<file path="src/rtl/scale_bias_writeback_pkg.sv">
// Shared definitions for the scale/bias writeback block: FSM state encoding,
// default parameter values and the signed saturation bounds of a feature word.
package scale_bias_writeback_pkg;

    localparam int SBW_TM_DEF            = 8;
    localparam int SBW_FEATURE_WIDTH_DEF = 16;
    localparam int SBW_SCALER_WIDTH_DEF  = 16;
    localparam int SBW_FRAC_SHIFT_DEF    = 8;
    localparam int SBW_ADDR_WIDTH_DEF    = 10;

    typedef enum logic [1:0] {
        IDLE  = 2'd0,
        RUN   = 2'd1,
        DRAIN = 2'd2,
        DONE  = 2'd3
    } sbw_state_e;

    // Largest value representable in a signed word of the given width.
    function automatic longint satMax(input int width);
        return (longint'(1) <<< (width - 1)) - longint'(1);
    endfunction

    // Most negative value representable in a signed word of the given width.
    function automatic longint satMin(input int width);
        return -(longint'(1) <<< (width - 1));
    endfunction

endpackage

</file>
<file path="src/rtl/sbw_scale_round_sat.sv">
// Datapath of the writeback pipeline: registers the product of a channel sum
// and its scaler (stage 1), then rounds it down by FRAC_SHIFT (round-half-up),
// adds the bias and saturates to a signed feature word (stage 2, combinational
// into the caller's output register).
// Build option: define SBW_RELU_EN to clamp negative results to zero.
module sbw_scale_round_sat
    import scale_bias_writeback_pkg::*;
#(
    parameter int FEATURE_WIDTH = SBW_FEATURE_WIDTH_DEF,
    parameter int SCALER_WIDTH  = SBW_SCALER_WIDTH_DEF,
    parameter int FRAC_SHIFT    = SBW_FRAC_SHIFT_DEF
) (
    input  logic                             clk,
    input  logic                             rst,
    input  logic                             valid_i,
    input  logic signed [FEATURE_WIDTH-1:0]  data_i,
    input  logic signed [SCALER_WIDTH-1:0]   scaler_i,
    input  logic signed [FEATURE_WIDTH-1:0]  bias_i,
    output logic        [FEATURE_WIDTH-1:0]  result_o
);

    localparam int PW = FEATURE_WIDTH + SCALER_WIDTH;
    localparam int EW = PW + 2;

    localparam logic signed [EW-1:0] HALF    = EW'((longint'(1) <<< FRAC_SHIFT) >>> 1);
    localparam logic signed [EW-1:0] SAT_MAX = EW'(satMax(FEATURE_WIDTH));
    localparam logic signed [EW-1:0] SAT_MIN = EW'(satMin(FEATURE_WIDTH));

    logic signed [PW-1:0]            product_d;
    logic signed [PW-1:0]            product_q;
    logic signed [FEATURE_WIDTH-1:0] bias_q;
    logic signed [EW-1:0]            prodExt;
    logic signed [EW-1:0]            biasExt;
    logic signed [EW-1:0]            rounded;
    logic signed [EW-1:0]            sum;
    logic        [FEATURE_WIDTH-1:0] saturated;

    assign product_d = PW'(data_i) * PW'(scaler_i);

    // Stage 1: capture the full-width product together with the bias that
    // arrives alongside the scaler.
    always_ff @(posedge clk or posedge rst) begin
        if (rst) begin
            product_q <= '0;
            bias_q    <= '0;
        end else if (valid_i) begin
            product_q <= product_d;
            bias_q    <= bias_i;
        end
    end

    // Stage 2: round-half-up shift, bias add, clamp to the feature range.
    always_comb begin
        prodExt   = {{2{product_q[PW-1]}}, product_q};
        biasExt   = {{(EW-FEATURE_WIDTH){bias_q[FEATURE_WIDTH-1]}}, bias_q};
        rounded   = (prodExt + HALF) >>> FRAC_SHIFT;
        sum       = rounded + biasExt;
        saturated = sum[FEATURE_WIDTH-1:0];
        if (sum > SAT_MAX) begin
            saturated = FEATURE_WIDTH'(SAT_MAX);
        end else if (sum < SAT_MIN) begin
            saturated = FEATURE_WIDTH'(SAT_MIN);
        end
`ifdef SBW_RELU_EN
        result_o = saturated[FEATURE_WIDTH-1] ? '0 : saturated;
`else
        result_o = saturated;
`endif
    end

endmodule

</file>
<file path="src/rtl/scale_bias_writeback.sv">
// Scale/bias writeback: accepts channel-fastest signed sums for one tile,
// fetches each channel's scaler and bias, and writes the scaled, rounded,
// biased and saturated result into the channel's output bank at the pixel
// address, two cycles after each accept.
// Build option: define SBW_RELU_EN to clamp negative results to zero.
module scale_bias_writeback
    import scale_bias_writeback_pkg::*;
#(
    parameter int TM            = SBW_TM_DEF,
    parameter int FEATURE_WIDTH = SBW_FEATURE_WIDTH_DEF,
    parameter int SCALER_WIDTH  = SBW_SCALER_WIDTH_DEF,
    parameter int FRAC_SHIFT    = SBW_FRAC_SHIFT_DEF,
    parameter int ADDR_WIDTH    = SBW_ADDR_WIDTH_DEF
) (
    input  logic                       clk,
    input  logic                       rst,
    input  logic                       start,
    input  logic [$clog2(TM+1)-1:0]    cfg_channels,
    input  logic [ADDR_WIDTH:0]        cfg_pixels,
    input  logic                       in_valid,
    output logic                       in_ready,
    input  logic [FEATURE_WIDTH-1:0]   in_data,
    output logic                       param_rd_en,
    output logic [$clog2(TM)-1:0]      param_addr,
    input  logic [SCALER_WIDTH-1:0]    scaler_data,
    input  logic [FEATURE_WIDTH-1:0]   bias_data,
    output logic [TM-1:0]              out_wr_en,
    output logic [ADDR_WIDTH-1:0]      out_addr,
    output logic [FEATURE_WIDTH-1:0]   out_data,
    output logic                       busy,
    output logic                       done
);

    localparam int CW  = $clog2(TM + 1);
    localparam int CHW = $clog2(TM);
    localparam logic [ADDR_WIDTH:0] PIX_MAX = {1'b1, {ADDR_WIDTH{1'b0}}};

    sbw_state_e state_q;

    logic [CW-1:0]           cfgCh_q;
    logic [ADDR_WIDTH:0]     cfgPix_q;
    logic [CHW-1:0]          chCnt_q;
    logic [CHW-1:0]          chCnt_d;
    logic [ADDR_WIDTH-1:0]   pixCnt_q;
    logic [ADDR_WIDTH-1:0]   pixCnt_d;
    logic                    inReady_q;
    logic                    busy_q;
    logic                    done_q;

    logic                    accept;
    logic                    cfgLegal;
    logic                    lastCh;
    logic                    lastPix;
    logic                    lastInput;
    logic                    pipeEmpty;

    logic                             s1Valid_q;
    logic [CHW-1:0]                   s1Ch_q;
    logic [ADDR_WIDTH-1:0]            s1Pix_q;
    logic signed [FEATURE_WIDTH-1:0]  s1Data_q;
    logic                             s2Valid_q;
    logic [CHW-1:0]                   s2Ch_q;
    logic [ADDR_WIDTH-1:0]            s2Pix_q;
    logic [FEATURE_WIDTH-1:0]         stageResult;

    logic [TM-1:0]                    outWrEn_q;
    logic [ADDR_WIDTH-1:0]            outAddr_q;
    logic [FEATURE_WIDTH-1:0]         outData_q;

    assign accept    = in_valid & inReady_q;
    assign cfgLegal  = (cfg_channels != '0) && (cfg_channels <= CW'(TM)) &&
                       (cfg_pixels != '0) && (cfg_pixels <= PIX_MAX);
    assign lastCh    = (CW'(chCnt_q) == (cfgCh_q - CW'(1)));
    assign lastPix   = ({1'b0, pixCnt_q} == (cfgPix_q - (ADDR_WIDTH+1)'(1)));
    assign pipeEmpty = ~s1Valid_q & ~s2Valid_q;

    assign in_ready    = inReady_q;
    assign busy        = busy_q;
    assign done        = done_q;
    assign param_rd_en = accept;
    assign param_addr  = chCnt_q;
    assign out_wr_en   = outWrEn_q;
    assign out_addr    = outAddr_q;
    assign out_data    = outData_q;

    // Next channel/pixel position after the current input is accepted;
    // channels wrap into the next pixel, the last pixel ends the tile.
    always_comb begin
        chCnt_d   = chCnt_q;
        pixCnt_d  = pixCnt_q;
        lastInput = 1'b0;
        if (lastCh) begin
            chCnt_d = '0;
            if (lastPix) begin
                pixCnt_d  = '0;
                lastInput = 1'b1;
            end else begin
                pixCnt_d = pixCnt_q + ADDR_WIDTH'(1);
            end
        end else begin
            chCnt_d = chCnt_q + CHW'(1);
        end
    end

    // Tile control FSM with registered handshake/status outputs and the
    // channel/pixel counters that address each accepted input.
    always_ff @(posedge clk or posedge rst) begin
        if (rst) begin
            state_q   <= IDLE;
            cfgCh_q   <= '0;
            cfgPix_q  <= '0;
            chCnt_q   <= '0;
            pixCnt_q  <= '0;
            inReady_q <= 1'b0;
            busy_q    <= 1'b0;
            done_q    <= 1'b0;
        end else begin
            case (state_q)
                IDLE: begin
                    if (start && cfgLegal) begin
                        cfgCh_q   <= cfg_channels;
                        cfgPix_q  <= cfg_pixels;
                        chCnt_q   <= '0;
                        pixCnt_q  <= '0;
                        inReady_q <= 1'b1;
                        busy_q    <= 1'b1;
                        state_q   <= RUN;
                    end
                end
                RUN: begin
                    if (accept) begin
                        chCnt_q  <= chCnt_d;
                        pixCnt_q <= pixCnt_d;
                        if (lastInput) begin
                            inReady_q <= 1'b0;
                            state_q   <= DRAIN;
                        end
                    end
                end
                DRAIN: begin
                    if (pipeEmpty) begin
                        busy_q  <= 1'b0;
                        done_q  <= 1'b1;
                        state_q <= DONE;
                    end
                end
                DONE: begin
                    done_q  <= 1'b0;
                    state_q <= IDLE;
                end
                default: state_q <= IDLE;
            endcase
        end
    end

    // Carry each accepted input's channel, pixel and sum alongside the
    // parameter read so they meet the scaler and bias one cycle later.
    always_ff @(posedge clk or posedge rst) begin
        if (rst) begin
            s1Valid_q <= 1'b0;
            s1Ch_q    <= '0;
            s1Pix_q   <= '0;
            s1Data_q  <= '0;
            s2Valid_q <= 1'b0;
            s2Ch_q    <= '0;
            s2Pix_q   <= '0;
        end else begin
            s1Valid_q <= accept;
            if (accept) begin
                s1Ch_q   <= chCnt_q;
                s1Pix_q  <= pixCnt_q;
                s1Data_q <= $signed(in_data);
            end
            s2Valid_q <= s1Valid_q;
            if (s1Valid_q) begin
                s2Ch_q  <= s1Ch_q;
                s2Pix_q <= s1Pix_q;
            end
        end
    end

    sbw_scale_round_sat #(
        .FEATURE_WIDTH (FEATURE_WIDTH),
        .SCALER_WIDTH  (SCALER_WIDTH),
        .FRAC_SHIFT    (FRAC_SHIFT)
    ) uScaleRoundSat (
        .clk      (clk),
        .rst      (rst),
        .valid_i  (s1Valid_q),
        .data_i   (s1Data_q),
        .scaler_i ($signed(scaler_data)),
        .bias_i   ($signed(bias_data)),
        .result_o (stageResult)
    );

    // Register the bank write: one-hot enable for the result's channel,
    // with address and data held between writes.
    always_ff @(posedge clk or posedge rst) begin
        if (rst) begin
            outWrEn_q <= '0;
            outAddr_q <= '0;
            outData_q <= '0;
        end else begin
            outWrEn_q <= s2Valid_q ? (TM'(1) << s2Ch_q) : '0;
            if (s2Valid_q) begin
                outAddr_q <= s2Pix_q;
                outData_q <= stageResult;
            end
        end
    end

endmodule

</file>
<file path="config.mk">
export PLATFORM = sky130hd
export DESIGN_NAME = scale_bias_writeback
export DESIGN_NICKNAME = d
export VERILOG_FILES = /design/src/rtl/scale_bias_writeback_pkg.sv /design/src/rtl/sbw_scale_round_sat.sv /design/src/rtl/scale_bias_writeback.sv
export SDC_FILE = /design/constraint.sdc
export NUM_CORES = 1
export LEC_CHECK = 0
export ABC_AREA = 1
export ABC_CLOCK_PERIOD_IN_PS = 17510
export CAP_MARGIN = 0
export CELL_PAD_IN_SITES_DETAIL_PLACEMENT = 0
export CELL_PAD_IN_SITES_GLOBAL_PLACEMENT = 2
export CORE_MARGIN = 4
export CORE_UTILIZATION = 40
export DETAILED_ROUTE_END_ITERATION = 7
export GPL_TIMING_DRIVEN = 0
export PLACE_DENSITY = 0.95
export SYNTH_ARGS = -nofsm -noshare
export SYNTH_HDL_FRONTEND = slang
export SYNTH_SLANG_ARGS = --single-unit
</file>
<file path="constraint.sdc">
create_clock -name clk -period 17.51 [get_ports clk]
set_clock_uncertainty 0.05 [all_clocks]
set_input_delay 3.502 -clock clk [delete_from_list [all_inputs] [get_ports clk]]
set_output_delay 3.502 -clock clk [all_outputs]
set_load 0.01 [all_outputs]
</file>
==> impl_metrics.py <==
metrics = {
    "drt": {
        "wl_per_cell_um": 16.1,
        "vias_per_cell": 4.74,
        "routed.top_layer": "met4",
        "detail-route-antenna-nets": 0,
        "dr.pass1.iters": 5,
        "met3_length_mm": 2.48,
        "vias": 16300,
        "route.detailed.drc": 0,
        "met2_length_mm": 25.8,
        "drt_iter0_markers": 1003,
        "wl_mm": 55.3,
        "wl_met1_mm": 25.9,
    },
    "cells_and_area": {
        "register_area_sq_um": 3800,
        "final_common_cell": "nand2_1",
        "most-common-layout-cells": "nand2_1, inv_1, fa_1, dfrtp_1, nor2_1",
        "multiInputGateArea_sq_um": 13000,
        "num_antenna_cells": 0,
        "layout-drive-gt1-share": 0.0525,
        "fillers": 4995,
        "area.growth.synth_to_final_pct": 12.3,
        "finalNetCount": 3192,
    },
    "floorplan": {
        "coreArea_sq_um": 48800,
        "die_area_sq_um": 52900,
        "die_x_um": 230,
        "die_h_um": 230,
        "start_util": 0.404,
        "io_pins": 108,
        "rows": 81,
    },
    "sta": {
        "slew_headroom": 0.297,
        "period_share": 0.587,
        "tns_ns": 0,
        "rsz0062_at_grt": "no",
        "hold_violations": 0,
        "report.final.slew_viol_count": 0,
        "tightest_slew_ns": 1.05,
        "fin_crit_ns": 10.28,
        "fmax_mhz": 97.3,
        "setup_violations": 0,
    },
    "outcome": {
        "status": "finished, final reports clean",
    },
    "logic_synthesis": {
        "yosys.area_share.simple": 0.236,
        "muxShareOfSynthArea": 0,
        "syn_avg_cell_area_sq_um": 7.48,
        "synth_edf_count": 0,
        "synthAdderAreaFrac": 0.338,
        "ys.flop_type": "dfrtp_1",
        "synth_area_leader_cell": "fa_1",
        "seq_area_frac_synth": 0.193,
        "synth_compound_area_frac": 0.0555,
        "synth_cell_type_count": 52,
        "synth_top_family_by_area": "adder cells",
        "async_flop_share": 1.00,
        "synth_warnings": 0,
        "synth-xor-area-share": 0.0324,
        "ys_ff_latch": 152,
        "ys_top_cells_by_area": "fa_1, dfrtp_1, nand2_1, inv_1, ha_1",
        "netlist.area_leader.share": 0.266,
        "postSynthCellCount": 2636,
        "syn_nets": 3078,
        "synthesis.area_sq_um": 19700,
    },
    "critical_path": {
        "path_class": "input pin to flop",
        "critical_path.endpoint": "uScaleRoundSat.product_q[31]$_DFFE_PP0P_",
        "crit_path_top_delay_cell": "fa_1",
        "reg2reg_from": "s1Data_q[15]$_DFFE_PP0P_",
        "r2r_cells": 21,
        "crit_required_ns": 17.80,
        "critPathMostFrequentCell": "fa_1",
        "cp_num_cells": 21,
        "r2r_setup_slack_ns": 9.91,
        "cp-end-kind": "flop",
        "crit_buf_inv": 7,
        "arrival_ns": 10.57,
        "crit_path_start_kind": "input pin",
        "worstReg2RegEnd": "uScaleRoundSat.product_q[31]$_DFFE_PP0P_",
        "crit_start": "scaler_data[5]",
        "crit_chain": "clkbuf_1 -> clkbuf_1 -> nand2_1 -> fa_1 -> inv_1 -> fa_1 -> inv_1 -> fa_1 -> inv_1 -> fa_1 -> fa_1 -> inv_1 -> fa_1 -> inv_1 -> ha_1 -> a21oi_1 -> o21ai_0 -> a2111oi_0 -> nand3_1 -> nand3_1 -> nand2_1",
        "crit_family": "adder cells",
        "worst_path_largest_cell_delay_ns": 0.89,
        "critPathMaxFanout": 10,
    },
    "cts": {
        "cts_resized": 0,
        "cts_hold_buffers": 0,
        "cts_setup_buffers": 0,
        "cts_root_buf": "clkbuf_16",
        "tritoncts": "done",
        "cts.clk_slew.worst_paths_ns": 0.07,
        "htreeDepth": 4,
        "ctsLongestPathBuffers": 2,
        "numCtsBuffers": 17,
        "worst_skew_pair.late_latency_ns": 0.47,
        "cts.sinks": 152,
    },
    "placed_design": {
        "gp_congestion": 0.931,
        "port_buffers": 94,
        "hpwl_mm": 46.2,
    },
    "grt": {
        "antenna_found_initial": 1,
        "grt_usage": 0.219,
        "grt_pass1_vias": 17000,
        "grt-ovfl-total": 0,
        "grt_first_pass_wirelength_mm": 91.0,
        "grt_max_degree": 123,
    },
    "run": {
        "cap_violations": 0,
    },
    "hold_path": {
        "hold_path.class": "flop to flop",
    },
}
## how the worst min path moves through the flow
stage                             start             endpoint  slack (ns)  cells past startpoint
floorplan           s1Valid_q$_DFF_PP0_  s2Valid_q$_DFF_PP0_        0.34                      0
global placement    s1Valid_q$_DFF_PP0_  s2Valid_q$_DFF_PP0_        0.36                      0
detailed placement  s1Valid_q$_DFF_PP0_  s2Valid_q$_DFF_PP0_        0.36                      0
CTS                 s1Valid_q$_DFF_PP0_  s2Valid_q$_DFF_PP0_        0.38                      0
global route        s1Valid_q$_DFF_PP0_  s2Valid_q$_DFF_PP0_        0.40                      0
finish              s1Valid_q$_DFF_PP0_  s2Valid_q$_DFF_PP0_        0.37                      0
## layout make-up
class / instances / share of cell area
timing repair buffer: 95 / 0.0437
buffer: 88 / 0.0166
clock inverter: 14 / 0.00813
clock buffer: 18 / 0.0198
tap: 664 / 0.0375
inverter: 670 / 0.114
sequential: 152 / 0.172
multi-input combinational: 1726 / 0.589
## cells in the mapped netlist (all sizes together) (4+ instances only)
library cell / number
nand2: 772
fa: 262
buf: 10
nor3: 15
nand4: 35
inv: 668
nor2: 156
a31oi: 10
xnor2: 27
nand3: 73
nor4: 4
o211ai: 4
o21ai: 94
clkbuf: 78
a21oi: 68
xor2: 46
o22ai: 5
ha: 113
dfrtp: 152
nand3b: 7
or2: 15
## registers in the layout, summed over array words and instances (netlist names), 11 cells and up
register                  cells
s1Data_q                     16
uScaleRoundSat.product_q     25
out_data                     16
cfgPix_q                     11
uScaleRoundSat.bias_q        16
## routing by layer
metal  vias to the layer above  track usage
li1                       7960            -
met1                      7900        0.308
met2                       328        0.358
met3                        63       0.0359
met4                         0       0.0501
met5                         -            0
## per-stage QoR
step | cells | hold slack [ns] | setup WS, ns | util | instance area [sq um]
2_1_floorplan | 2636 | 0.339 | 8.10 | - | 19700
3_3_place_gp | 3394 | 0.361 | 6.88 | 0.440 | 21500
3_5_place_dp | 3395 | 0.362 | 6.83 | 0.441 | 21500
4_1_cts | 3427 | 0.381 | 7.31 | 0.453 | 22200
5_1_grt | 3427 | 0.398 | 6.75 | 0.453 | 22200
6_report | 3427 | 0.374 | 7.23 | 0.453 | 22200
## worst register-to-register path: cells and delay by family (launching register included)
kind,cells,cell delay (ns)
compound gates,3,1.00
fa+ha+maj,7,4.01
buf+inv,7,1.42
flops,1,0.32
simple gates,4,0.68
## kinds of logic (layout without fill, tap and decap cells)
logic type / after synthesis / count (layout)
AO/OA/AOI/OAI: 194 / 194
XOR/XNOR: 73 / 73
adder cells (fa/ha/maj): 375 / 375
buffers and inverters: 758 / 885
flip-flops: 152 / 152
AND/OR/NAND/NOR: 1084 / 1084
Power is not shown: default switching activity piles up to over one toggle a cycle in this logic, so the estimate is an artifact.
